<file path="src/rtl/data_cache_controller.sv">
// Miss sequencer for a 2-way write-back data cache: gates cache enables, stalls the CPU,
// sequences write-back and refill over a line-wide memory port, and counts hits and misses.
module data_cache_controller #(
    parameter int LINE_OFFSET_BITS = 5,
    parameter int MEM_TIMEOUT      = 64,
    parameter int CNT_WIDTH        = 32
) (
    input  logic                 clk,
    input  logic                 reset,
    input  logic                 cpu_read,
    input  logic                 cpu_write,
    input  logic [31:0]          cpu_address,
    input  logic                 cache_hit,
    input  logic                 victim_dirty,
    input  logic [31:0]          victim_address,
    input  logic                 mem_ready,
    output logic                 cpu_stall,
    output logic                 cache_read_enable,
    output logic                 cache_write_enable,
    output logic                 cache_refill,
    output logic                 mem_read_req,
    output logic                 mem_write_req,
    output logic [31:0]          mem_address,
    output logic                 mem_error,
    output logic [CNT_WIDTH-1:0] hit_count,
    output logic [CNT_WIDTH-1:0] miss_count
);

    localparam int               TMO_W     = (MEM_TIMEOUT > 2) ? $clog2(MEM_TIMEOUT) : 1;
    localparam logic [TMO_W-1:0] TMO_LAST  = TMO_W'(MEM_TIMEOUT - 1);
    localparam logic [31:0]      LINE_MASK = ~((32'd1 << LINE_OFFSET_BITS) - 32'd1);

    typedef enum logic [1:0] {IDLE, WRITEBACK, REFILL, UPDATE} state_t;

    state_t           state;
    logic [31:0]      line_address;
    logic [TMO_W-1:0] tmo_count;
    logic             retry_flag;
    logic             req;
    logic             in_idle;
    logic             tmo_hit;

    // Reset also masks the combinational outputs so everything reads 0 while it is held.
    assign req                = cpu_read | cpu_write;
    assign in_idle            = reset && (state == IDLE);
    assign cpu_stall          = reset && ((state != IDLE) || (req && !cache_hit));
    assign cache_read_enable  = in_idle && cpu_read && !cpu_write;
    assign cache_write_enable = in_idle && cpu_write && cache_hit;
    assign tmo_hit            = (tmo_count == TMO_LAST);

    always_ff @(posedge clk or negedge reset) begin
        if (!reset) begin
            state         <= IDLE;
            line_address  <= '0;
            tmo_count     <= '0;
            retry_flag    <= 1'b0;
            mem_read_req  <= 1'b0;
            mem_write_req <= 1'b0;
            mem_address   <= '0;
            cache_refill  <= 1'b0;
            mem_error     <= 1'b0;
            hit_count     <= '0;
            miss_count    <= '0;
        end else begin
            cache_refill <= 1'b0;
            mem_error    <= 1'b0;
            case (state)
                IDLE: begin
                    if (req && cache_hit) begin
                        // The retry that follows a refill was already counted as a miss.
                        if (!retry_flag) hit_count <= hit_count + CNT_WIDTH'(1);
                        retry_flag <= 1'b0;
                    end else if (req) begin
                        miss_count   <= miss_count + CNT_WIDTH'(1);
                        line_address <= cpu_address & LINE_MASK;
                        tmo_count    <= '0;
                        if (victim_dirty) begin
                            state         <= WRITEBACK;
                            mem_write_req <= 1'b1;
                            mem_address   <= victim_address & LINE_MASK;
                        end else begin
                            state        <= REFILL;
                            mem_read_req <= 1'b1;
                            mem_address  <= cpu_address & LINE_MASK;
                        end
                    end
                end
                WRITEBACK, REFILL: begin
                    if (mem_ready) begin
                        tmo_count     <= '0;
                        mem_write_req <= 1'b0;
                        if (state == WRITEBACK) begin
                            state        <= REFILL;
                            mem_read_req <= 1'b1;
                            mem_address  <= line_address;
                        end else begin
                            state        <= UPDATE;
                            mem_read_req <= 1'b0;
                            mem_address  <= '0;
                            cache_refill <= 1'b1;
                        end
                    end else if (tmo_hit) begin
                        // Abandon the transfer; the held CPU access will miss again from IDLE.
                        state         <= IDLE;
                        mem_write_req <= 1'b0;
                        mem_read_req  <= 1'b0;
                        mem_address   <= '0;
                        mem_error     <= 1'b1;
                        retry_flag    <= 1'b0;
                        tmo_count     <= '0;
                    end else begin
                        tmo_count <= tmo_count + TMO_W'(1);
                    end
                end
                UPDATE: begin
                    retry_flag <= 1'b1;
                    state      <= IDLE;
                end
                default: state <= IDLE;
            endcase
        end
    end

endmodule

</file>
<file path="config.mk">
export PLATFORM = sky130hd
export DESIGN_NAME = data_cache_controller
export DESIGN_NICKNAME = d
export VERILOG_FILES = /design/src/rtl/data_cache_controller.sv
export SDC_FILE = /design/constraint.sdc
export NUM_CORES = 1
export LEC_CHECK = 0
export BUFFER_PORTS_ARGS = -buffer_cell sky130_fd_sc_hd__buf_2
export CAP_MARGIN = 20
export CORE_MARGIN = 2
export CORE_UTILIZATION = 47
export CTS_CLUSTER_DIAMETER = 120
export DETAILED_ROUTE_END_ITERATION = 7
export MAX_ROUTING_LAYER = met4
export PLACE_DENSITY = 0.78
export SLEW_MARGIN = 10
export SYNTH_ARGS = -nofsm -noshare
export SYNTH_HDL_FRONTEND = slang
export SYNTH_SLANG_ARGS = --single-unit
export TNS_END_PERCENT = 50
</file>
<file path="constraint.sdc">
create_clock -name clk -period 1.9 [get_ports clk]
set_input_delay 0.38 -clock clk [delete_from_list [all_inputs] [get_ports clk]]
set_output_delay 0.38 -clock clk [all_outputs]
set_load 0.02 [all_outputs]
</file>
==> results of run 1 <==
==> logic make-up (layout without fill, tap and decap cells) <==
kind of cell	count (synthesis)	count (layout)	share of synthesized area, %
AOI/OAI and AO/OA	75	75	6.58
and+or+nand+nor	188	188	15.8
adders and majority gates	8	8	1.65
xor gates and xnor gates	64	64	9.21
muxes	59	59	10.3
other	1	5	0.0616
DFF	131	131	53.9
buffers and inverters	32	240	2.47
==> per-stage QoR <==
stage	std cells	cell area, µm²	power [mW]	setup slack, ns
5_1_grt	942	8080	11.9	-0.150
2_1_floorplan	562	6140	6.34	-0.0473
6_report	942	8080	11.2	-0.0218
3_5_place_dp	898	7310	7.75	-0.0885
3_3_place_gp	898	7310	7.56	-0.0298
4_1_cts	935	7990	11.2	-0.0112
==> layout make-up <==
type | count | area share, %
Inverter | 5 | 0.232
Clock inverter | 10 | 1.61
Multi-Input combinational cell | 399 | 33.9
Sequential cell | 131 | 40.6
Timing Repair Buffer | 203 | 15.1
Clock buffer | 22 | 5.87
Tap cell | 172 | 2.66
==> sequential cells by signal (all words and copies together) (netlist names) <==
name           cells
mem_write_req      1
mem_error          1
cache_refill       1
mem_read_req       1
miss_count        32
mem_address       27
hit_count         32
line_address      27
tmo_count          6
retry_flag         1
state              2
==> repair_timing <==
item | CTS | global route
endpoints found under the hold margin | 3 | 0
endpoints found under the setup margin | 21 | 24
resized for setup | 11 | 6
setup buffers | 4 | 7
hold buffers | 1 | 0
pin swaps | 1 | 5
==> cell usage in the layout (no fill, tap or decap), types with 3 or more instances in the layout <==
master,instances
a21oi_1,33
and3_1,14
and4_1,7
buf_12,5
buf_2,154
buf_4,39
buf_6,4
bufinv_16,3
clkbuf_16,17
clkbuf_8,3
clkinv_2,5
conb_1,5
dfrtp_1,127
dfrtp_2,4
ha_1,7
inv_1,3
mux2_2,31
mux2i_1,28
nand2_1,58
nand3_1,23
nand4_1,14
nor2_1,45
nor3_1,5
o21ai_0,31
o21ai_1,3
o31ai_1,3
xnor2_1,46
xor2_1,18
==> power by group <==
group	leakage, nW	switching, mW	internal [mW]	total (mW)
Clock	0.296	1.16	2.15	3.32
Sequential	1.71	0.432	3.50	3.94
Combinational	2.09	2.28	1.64	3.92
Total	4.09	3.87	7.30	11.2
==> layer usage <==
metal / GRT usage, % / vias up
li1: - / 2324
met1: 27.5 / 2380
met2: 32.7 / 159
met3: 6.01 / 28
met4: 9.41 / 0
met5: - / -
==> worst min path at each step <==
stage	from	to	slack (ns)	cells past startpoint
5_1_grt	cpu_address[25]	line_address[25]	0.20	2
2_1_floorplan	reset	cache_refill	0.08	0
3_3_place_gp	reset	retry_flag	0.18	1
4_1_cts	cpu_address[9]	line_address[9]	0.19	2
6_report	cpu_address[18]	line_address[18]	0.21	2
3_5_place_dp	reset	retry_flag	0.18	1
==> flow_summary.json, run 1 <==
{
  "status": "finished with violations",
  "violations": "setup timing",
  "yosysSeqAreaShare_pct": 53.9,
  "cp_slowest_cell": "or4_4",
  "post-route-util_pct": 64.0,
  "ys_ff_latch": 131,
  "ys_warn_count": 0,
  "crit_fanout": 5,
  "p_leak_nw": 4.09,
  "finalHoldViolations": 0,
  "fin_skew_ns": 0.00694,
  "grt_start_max_net_pins": 67,
  "num-fill-cells": 994,
  "hpwl_um": 9970,
  "synth-async-reset-ratio_pct": 100,
  "synth_top_cell_by_area": "dfrtp_1",
  "firstDrtPassIters": 4,
  "routed.top_layer": "met4",
  "cts_tree": "done",
  "r2r-end": "hit_count[31]",
  "avgRoutedWirePerCell_um": 15.0,
  "antenna_left": 0,
  "grtUsageTotal_pct": 21.7,
  "portBuffers": 158,
  "finalCriticalPeriod_ns": 1.92,
  "grt_pass1_vias": 4949,
  "slew_headroom_pct": 43.6,
  "root_buffer": "clkbuf_16",
  "initial_utilization_pct": 48.2,
  "gr-total-overflow": 0,
  "grt_pass1_wl_um": 23600,
  "die_h_um": 118,
  "reg2reg_depth": 5,
  "gp_congestion": 0.824,
  "antenna_cells": 0,
  "tns_ns": -0.0218,
  "peakVddDrop_mv": 0.687,
  "drv_slew": 0,
  "finalCritPeriodShare_pct": 101,
  "synth.top_cells.by_count": "131 x dfrtp_1, 59 x nand2_1, 46 x nor2_1, 46 x xnor2_1, 33 x a21oi_1",
  "synth_cells": 558,
  "max_freq_mhz": 520,
  "fp.coreArea_mm2": 0.0126,
  "cts_made_buffers": 17,
  "critPathKind": "flop to flop",
  "r2r_slack_ns": -0.02,
  "drt-met1-wl_um": 6470,
  "power_density_mw_per_mm2": 1380,
  "num_io_pins": 174,
  "path_depth": 5,
  "nets": 836,
  "dr_total_vias": 4891,
  "timing.rr.start": "hit_count[13]",
  "critical-path-max-stage-delay_ns": 0.56,
  "yosysUniqueCellTypes": 38,
  "clk_pin_slew_ns": 0.05,
  "vias_per_cell": 5.19,
  "wirelength_um": 14200,
  "dr_wl_met2_um": 6600,
  "ctsHtreeMaxLevel": 4,
  "cp-endpoint": "hit_count[31]",
  "cts.sink_count": 131,
  "synth_most_common_cell": "dfrtp_1",
  "setup_viol": 1,
  "critPathLaunchType": "flop",
  "yosys-top-cells-area": "dfrtp_1 54%, xnor2_1 6.6%, mux2_2 5.7%",
  "clk-insertion-delay-late_ns": 0.42,
  "fp.dieW_um": 118,
  "holdWs_ns": 0.209,
  "rows": 41,
  "route.met3.wl_um": 871,
  "endpoint_kind": "flop",
  "avgSynthCellArea_um2": 10.9,
  "die-area_mm2": 0.0139,
  "ff_latch_area_mm2": 0.00328,
  "path_common_cell": "nand4_1",
  "worst-path-buf-inv": 0,
  "critPathTopFamily": "simple AND/OR/NAND/NOR gates",
  "syn_area_mm2": 0.00608,
  "drv_cap": 0,
  "arrival_ns": 2.22,
  "hold_class": "input pin to flop",
  "startpoint": "hit_count[13]",
  "clock_path_buffers": 2,
  "drive_gt1_share_pct": 37.4,
  "crit_chain": "nand4_1 -> or4_4 -> nor4_4 -> nand4_1 -> xnor2_1",
  "synth_edf_count": 0,
  "multi_input_area_mm2": 0.00274,
  "rsz0062_at_grt": "yes",
  "antenna_found_initial": 0,
  "worst_slew_pin_slew_ns": 0.845,
  "setup_ws_ns": -0.0218,
  "yosys_most_used_dff": "dfrtp_1",
  "syn2layout_area_growth_pct": 32.8,
  "cp.required_ns": 2.20,
  "drtIter0Drc": 271,
  "remaining_drc_errors": 0,
  "synth_top_area_share_pct": 53.9
}
(Power assumes the default switching activity.)
==> run 2: changes to the inputs <==
--- a/config.mk
+++ b/config.mk
@@ -7,8 +7,10 @@
 export LEC_CHECK = 0
 export BUFFER_PORTS_ARGS = -buffer_cell sky130_fd_sc_hd__buf_2
 export CAP_MARGIN = 20
+export CELL_PAD_IN_SITES_DETAIL_PLACEMENT = 1
+export CELL_PAD_IN_SITES_GLOBAL_PLACEMENT = 1
 export CORE_MARGIN = 2
-export CORE_UTILIZATION = 47
+export CORE_UTILIZATION = 36
 export CTS_CLUSTER_DIAMETER = 120
 export DETAILED_ROUTE_END_ITERATION = 7
 export MAX_ROUTING_LAYER = met4
==> run 2 against run 1 <==
Net effect: first-iteration DRC count fell by 24%; power is 0.62% lower; clock-buffer cell count down 4; worst hold slack improved by 0.0029 ns; wire length is 23% higher; non-clock buffer count increased by 10; fmax fell by 2.2%; global-route usage decreased by 1.3 points; combinational power grew 5.4%; critical endpoint is now hit_count[24]; largest power group is now combinational logic; die area is 29% higher; the run still ends with setup timing left; worst setup slack worse by 0.042 ns.
==> flow_summary.json, run 2 (synthesis results as in run 1) <==
{
  "peakVddDrop_mv": 0.643,
  "clk_pin_slew_ns": 0.06,
  "slew_headroom_pct": 49.9,
  "initial_utilization_pct": 36.8,
  "portBuffers": 158,
  "finalCritPeriodShare_pct": 103,
  "grt_pass1_wl_um": 28000,
  "tns_ns": -0.273,
  "status": "finished with violations",
  "r2r-end": "hit_count[24]",
  "num_io_pins": 174,
  "gp_congestion": 0.772,
  "r2r_slack_ns": -0.06,
  "swShare_pct": 37.0,
  "antenna_left": 0,
  "drive_gt1_share_pct": 39.7,
  "reg2reg_depth": 6,
  "grt_start_max_net_pins": 125,
  "drv_slew": 0,
  "wirelength_um": 17500,
  "setup_ws_ns": -0.0641,
  "fin_skew_ns": 0.00723,
  "cp.required_ns": 2.20,
  "timing.rr.start": "hit_count[6]",
  "nets": 846,
  "cts_made_buffers": 17,
  "violations": "setup timing",
  "finalHoldViolations": 0,
  "gr-total-overflow": 0,
  "hold_class": "input pin to flop",
  "drv_cap": 0,
  "syn2layout_area_growth_pct": 35.7,
  "die_h_um": 134,
  "rsz0062_at_grt": "yes",
  "p_int_mw": 6.99,
  "min_path_cells": 2,
  "antenna_cells": 0,
  "p_leak_nw": 4.14,
  "pwr-share-seq_pct": 35.4,
  "layout_commonest_cell": "buf_2",
  "p_total_mw": 11.1,
  "holdWs_ns": 0.212,
  "clkPwrFrac_pct": 27.4,
  "crit_fanout": 6,
  "arrival_ns": 2.26,
  "clk-insertion-delay-late_ns": 0.42,
  "fp.coreArea_mm2": 0.0165,
  "avgRoutedWirePerCell_um": 17.5,
  "power_density_mw_per_mm2": 1350,
  "finalCriticalPeriod_ns": 1.96,
  "post-route-util_pct": 50.0,
  "critPathLaunchType": "flop",
  "pwr-share-comb_pct": 37.2,
  "hp-start": "cpu_address[7]",
  "critPathKind": "flop to flop",
  "cts.sink_count": 131,
  "endpoint_kind": "flop",
  "fp.dieW_um": 134,
  "setup_viol": 5,
  "max_freq_mhz": 509,
  "die-area_mm2": 0.0180,
  "root_buffer": "clkbuf_16",
  "power.switching_mw": 4.11,
  "worst_slew_pin_slew_ns": 0.752,
  "reg_top3": "hit_count x32, miss_count x32",
  "remaining_drc_errors": 0,
  "grtUsageTotal_pct": 20.4,
  "hold_end": "line_address[7]",
  "firstDrtPassIters": 4,
  "clock_path_buffers": 2,
  "final_cell_mix": "154 x buf_2, 127 x dfrtp_1, 58 x nand2_1",
  "hpwl_um": 11900,
  "ctsHtreeMaxLevel": 4,
  "cts_tree": "done",
  "dr_total_vias": 5017,
  "grt_pass1_vias": 5466,
  "rows": 47,
  "antenna_found_initial": 0,
  "vias_per_cell": 5.02,
  "drtIter0Drc": 207
}
==> run 2: cell count changes in the layout (fill, tap and decap cells not counted), moves of 3 or more <==
| cell | delta |
|---|---|
| nand3_2 | +4 |
| nand3_1 | -5 |
| buf_4 | +6 |
| clkinv_4 | +3 |
| clkbuf_8 | -3 |
| buf_6 | +4 |
==> run 2: per-stage QoR <==
stage	worst slack, ns	area [µm²]	cells
detailed placement	-0.110	7410	949
CTS	-0.000806	8040	985
global route	-0.124	8250	1000
finish	-0.0641	8250	1000
global placement	-0.0129	7410	949
floorplan	-0.0473	6140	562
==> run 2: worst max-delay path: stages, from the launching register on <==
cell and delay [ns]:
dfrtp_2 0.41, nand4_4 0.12, or4_4 0.60, nor4_4 0.32
buf_6 0.17, nand3_2 0.09, xnor2_1 0.14
==> run 2: final cells by class <==
type | instances | area, µm²
sequential | 131 | 3280
tap | 220 | 275
inverter | 5 | 18.8
timing repair buffer | 213 | 1310
multi-input combinational | 399 | 2820
clock buffer | 18 | 429
clock inverter | 14 | 116
fill | 1857 | 8270
==> run 2: timing repair <==
| action | 4_1_cts | 5_1_grt |
|---|---|---|
| setup buffers | 3 | 15 |
| gates resized for setup | 13 | 22 |
| pin swaps | 1 | 12 |
| endpoints found under the setup margin | 20 | 29 |
| hold buffers | 1 | 0 |
| hold endpoints to repair | 7 | 0 |
==> run 2: worst max-delay path by stage <==
| stage | from | endpoint | slack (ns) | cells after the start |
|---|---|---|---|---|
| floorplan | state[0] | hit_count[31] | -0.05 | 8 |
| global placement | state[0] | hit_count[24] | -0.01 | 8 |
| detailed placement | state[1] | hit_count[30] | -0.11 | 8 |
| CTS | state[1] | cache_read_enable | -0.0008 | 5 |
| global route | hit_count[12] | hit_count[24] | -0.12 | 6 |
| finish | hit_count[6] | hit_count[24] | -0.06 | 6 |
==> run 2: power by group through the flow <==
stage	Clock (mW)	Combinational (mW)	Sequential, mW
2_1_floorplan	0	2.03	4.32
3_3_place_gp	0	3.80	3.91
3_5_place_dp	0	4.01	3.97
4_1_cts	3.12	4.17	3.93
5_1_grt	3.23	4.59	4.03
6_report	3.04	4.13	3.93
==> run 2: metal layers <==
metal	global-route usage (%)	up-vias	routed length (µm)
met3	5.97	13	969
met4	4.43	0	167
met2	34.5	141	9020
li1	-	2337	-
met5	-	-	0
met1	24.3	2526	7310
==> run 3: changes to the inputs <==
==> constraint.sdc (replaced) <==
create_clock -name clk -period 1.6 [get_ports clk]
set_input_delay 0.32 -clock clk [delete_from_list [all_inputs] [get_ports clk]]
set_output_delay 0.32 -clock clk [all_outputs]
set_load 0.02 [all_outputs]
==> run 3 against run 2 <==
Net effect: worst hold slack got worse by 0.18 ns; critical endpoint is now hit_count[27]; clock skew rose by 0.0092 ns; design area rose by 9.6%; first-iteration DRC count is 22% lower; wire length up 14%; sequential cell count unchanged; cell count is 5.6% higher; global-route usage rose by 2.1 points; clock power rose by 24%; register-to-register slack got worse by 0.27 ns; the run still ends with setup timing left.
==> flow_summary.json, run 3 (synthesis results as in run 1) <==
{
  "status": "finished with violations",
  "violations": "setup timing",
  "fin_skew_ns": 0.0164,
  "fp.coreArea_mm2": 0.0165,
  "dp.cells": 1000,
  "final_cell_mix": "154 x buf_2, 120 x dfrtp_1, 90 x buf_4",
  "num-fill-cells": 1802,
  "grt_pass1_vias": 5957,
  "hpwl_um": 13100,
  "rows": 47,
  "die-area_mm2": 0.0180,
  "post-route-util_pct": 54.8,
  "cts_made_buffers": 17,
  "vias_per_cell": 5.07,
  "critPathKind": "flop to flop",
  "portBuffers": 158,
  "clk_pin_slew_ns": 0.06,
  "finalHoldViolations": 0,
  "p_leak_nw": 4.58,
  "wirelength_um": 20000,
  "reg2reg_depth": 5,
  "clk-insertion-delay-late_ns": 0.42,
  "cp.required_ns": 1.93,
  "grt_start_max_net_pins": 52,
  "remaining_drc_errors": 0,
  "setup_viol": 117,
  "setup_ws_ns": -0.336,
  "r2r_slack_ns": -0.34,
  "tns_ns": -21.97,
  "reg_top3": "hit_count x32, miss_count x32",
  "slew_headroom_pct": 56.2,
  "peakVddDrop_mv": 0.947,
  "power_density_mw_per_mm2": 1570,
  "drv_slew": 0,
  "drive_gt1_share_pct": 49.5,
  "finalCritPeriodShare_pct": 121,
  "dr_total_vias": 5354,
  "drv_cap": 0,
  "finalCriticalPeriod_ns": 1.94,
  "root_buffer": "clkbuf_16",
  "grtUsageTotal_pct": 22.5,
  "antenna_cells": 0,
  "timing.rr.start": "hit_count[13]",
  "die_h_um": 134,
  "max_freq_mhz": 517,
  "crit_fanout": 5,
  "syn2layout_area_growth_pct": 48.7,
  "firstDrtPassIters": 4,
  "ctsHtreeMaxLevel": 4,
  "drtIter0Drc": 161,
  "layout_commonest_cell": "buf_2",
  "avgRoutedWirePerCell_um": 18.9,
  "fp.dieW_um": 134,
  "cts_tree": "done",
  "endpoint_kind": "flop",
  "antenna_found_initial": 0,
  "arrival_ns": 2.27,
  "gr-total-overflow": 0,
  "hold_class": "input pin to async pin",
  "initial_utilization_pct": 36.8,
  "nets": 904,
  "critPathLaunchType": "flop",
  "num_io_pins": 174,
  "gp_congestion": 0.759,
  "r2r-end": "hit_count[27]",
  "fin_cells": 1056,
  "rsz0062_at_grt": "yes",
  "worst_slew_pin_slew_ns": 0.657,
  "antenna_left": 0,
  "clock_path_buffers": 2,
  "cts.sink_count": 131,
  "grt_pass1_wl_um": 30700
}
run 3: worst max-delay path by stage:
stage             startpoint            end  slack [ns]  depth (start not counted)
2_1_floorplan  hit_count[11]  hit_count[31]       -0.33                          6
3_3_place_gp   hit_count[11]  hit_count[31]       -0.21                          5
3_5_place_dp   hit_count[11]  hit_count[28]       -0.29                          6
4_1_cts             state[0]  hit_count[28]       -0.28                          7
5_1_grt        hit_count[10]  hit_count[28]       -0.39                          6
6_report       hit_count[13]  hit_count[27]       -0.34                          5
run 3: worst max-delay path, stage by stage, from the launching register on:
cell and delay (ns):
dfrtp_2 0.36, nand4_1 0.14, or4_4 0.56, nor4_4 0.44
nand2_1 0.14, xnor2_1 0.21
run 3: timing repair:
action | 4_1_cts | 5_1_grt
pin swaps | 21 | 31
resized for setup | 47 | 69
setup endpoints to repair | 110 | 129
hold buffers | 1 | 0
cloned | 1 | 1
setup buffers | 14 | 13
hold endpoints to repair | 32 | 0
run 3: where the power goes:
part           total (mW)  internal [mW]  switching [mW]
sequential           4.65           4.16           0.488
clock                3.76           2.36            1.40
combinational        5.79           2.58            3.21
total                14.2           9.10            5.09
run 3: final cells by class:
cell class	count	area, µm²	share of cell area, %
clock buffers	26	519	5.74
clock inverters	4	47.5	0.525
inverters	5	21.3	0.235
multi-input cells	399	3090	34.2
flip-flops and latches	131	3290	36.4
well taps	220	275	3.04
repair buffers	271	1800	19.9
run 3: per-stage QoR:
stage	hold slack (ns)	power (mW)	instance area (µm²)	setup WS, ns
2_1_floorplan	0.0244	7.87	6300	-0.334
3_3_place_gp	0.387	9.51	7880	-0.214
3_5_place_dp	0.396	9.84	7880	-0.286
4_1_cts	0.0566	13.9	8710	-0.277
5_1_grt	0.0813	15.2	9050	-0.394
6_report	0.0350	14.2	9050	-0.336
run 3: per-layer routing:
metal / part of all wire [%] / vias up / GRT usage, % / routed length, µm
met3: 5.6 / 26 / 4.95 / 1120
met1: 41 / 2709 / 25.9 / 8190
met4: 1.7 / 0 / 7.62 / 330
met5: 0 / - / - / 0
li1: - / 2459 / - / -
met2: 52 / 160 / 38.9 / 10300
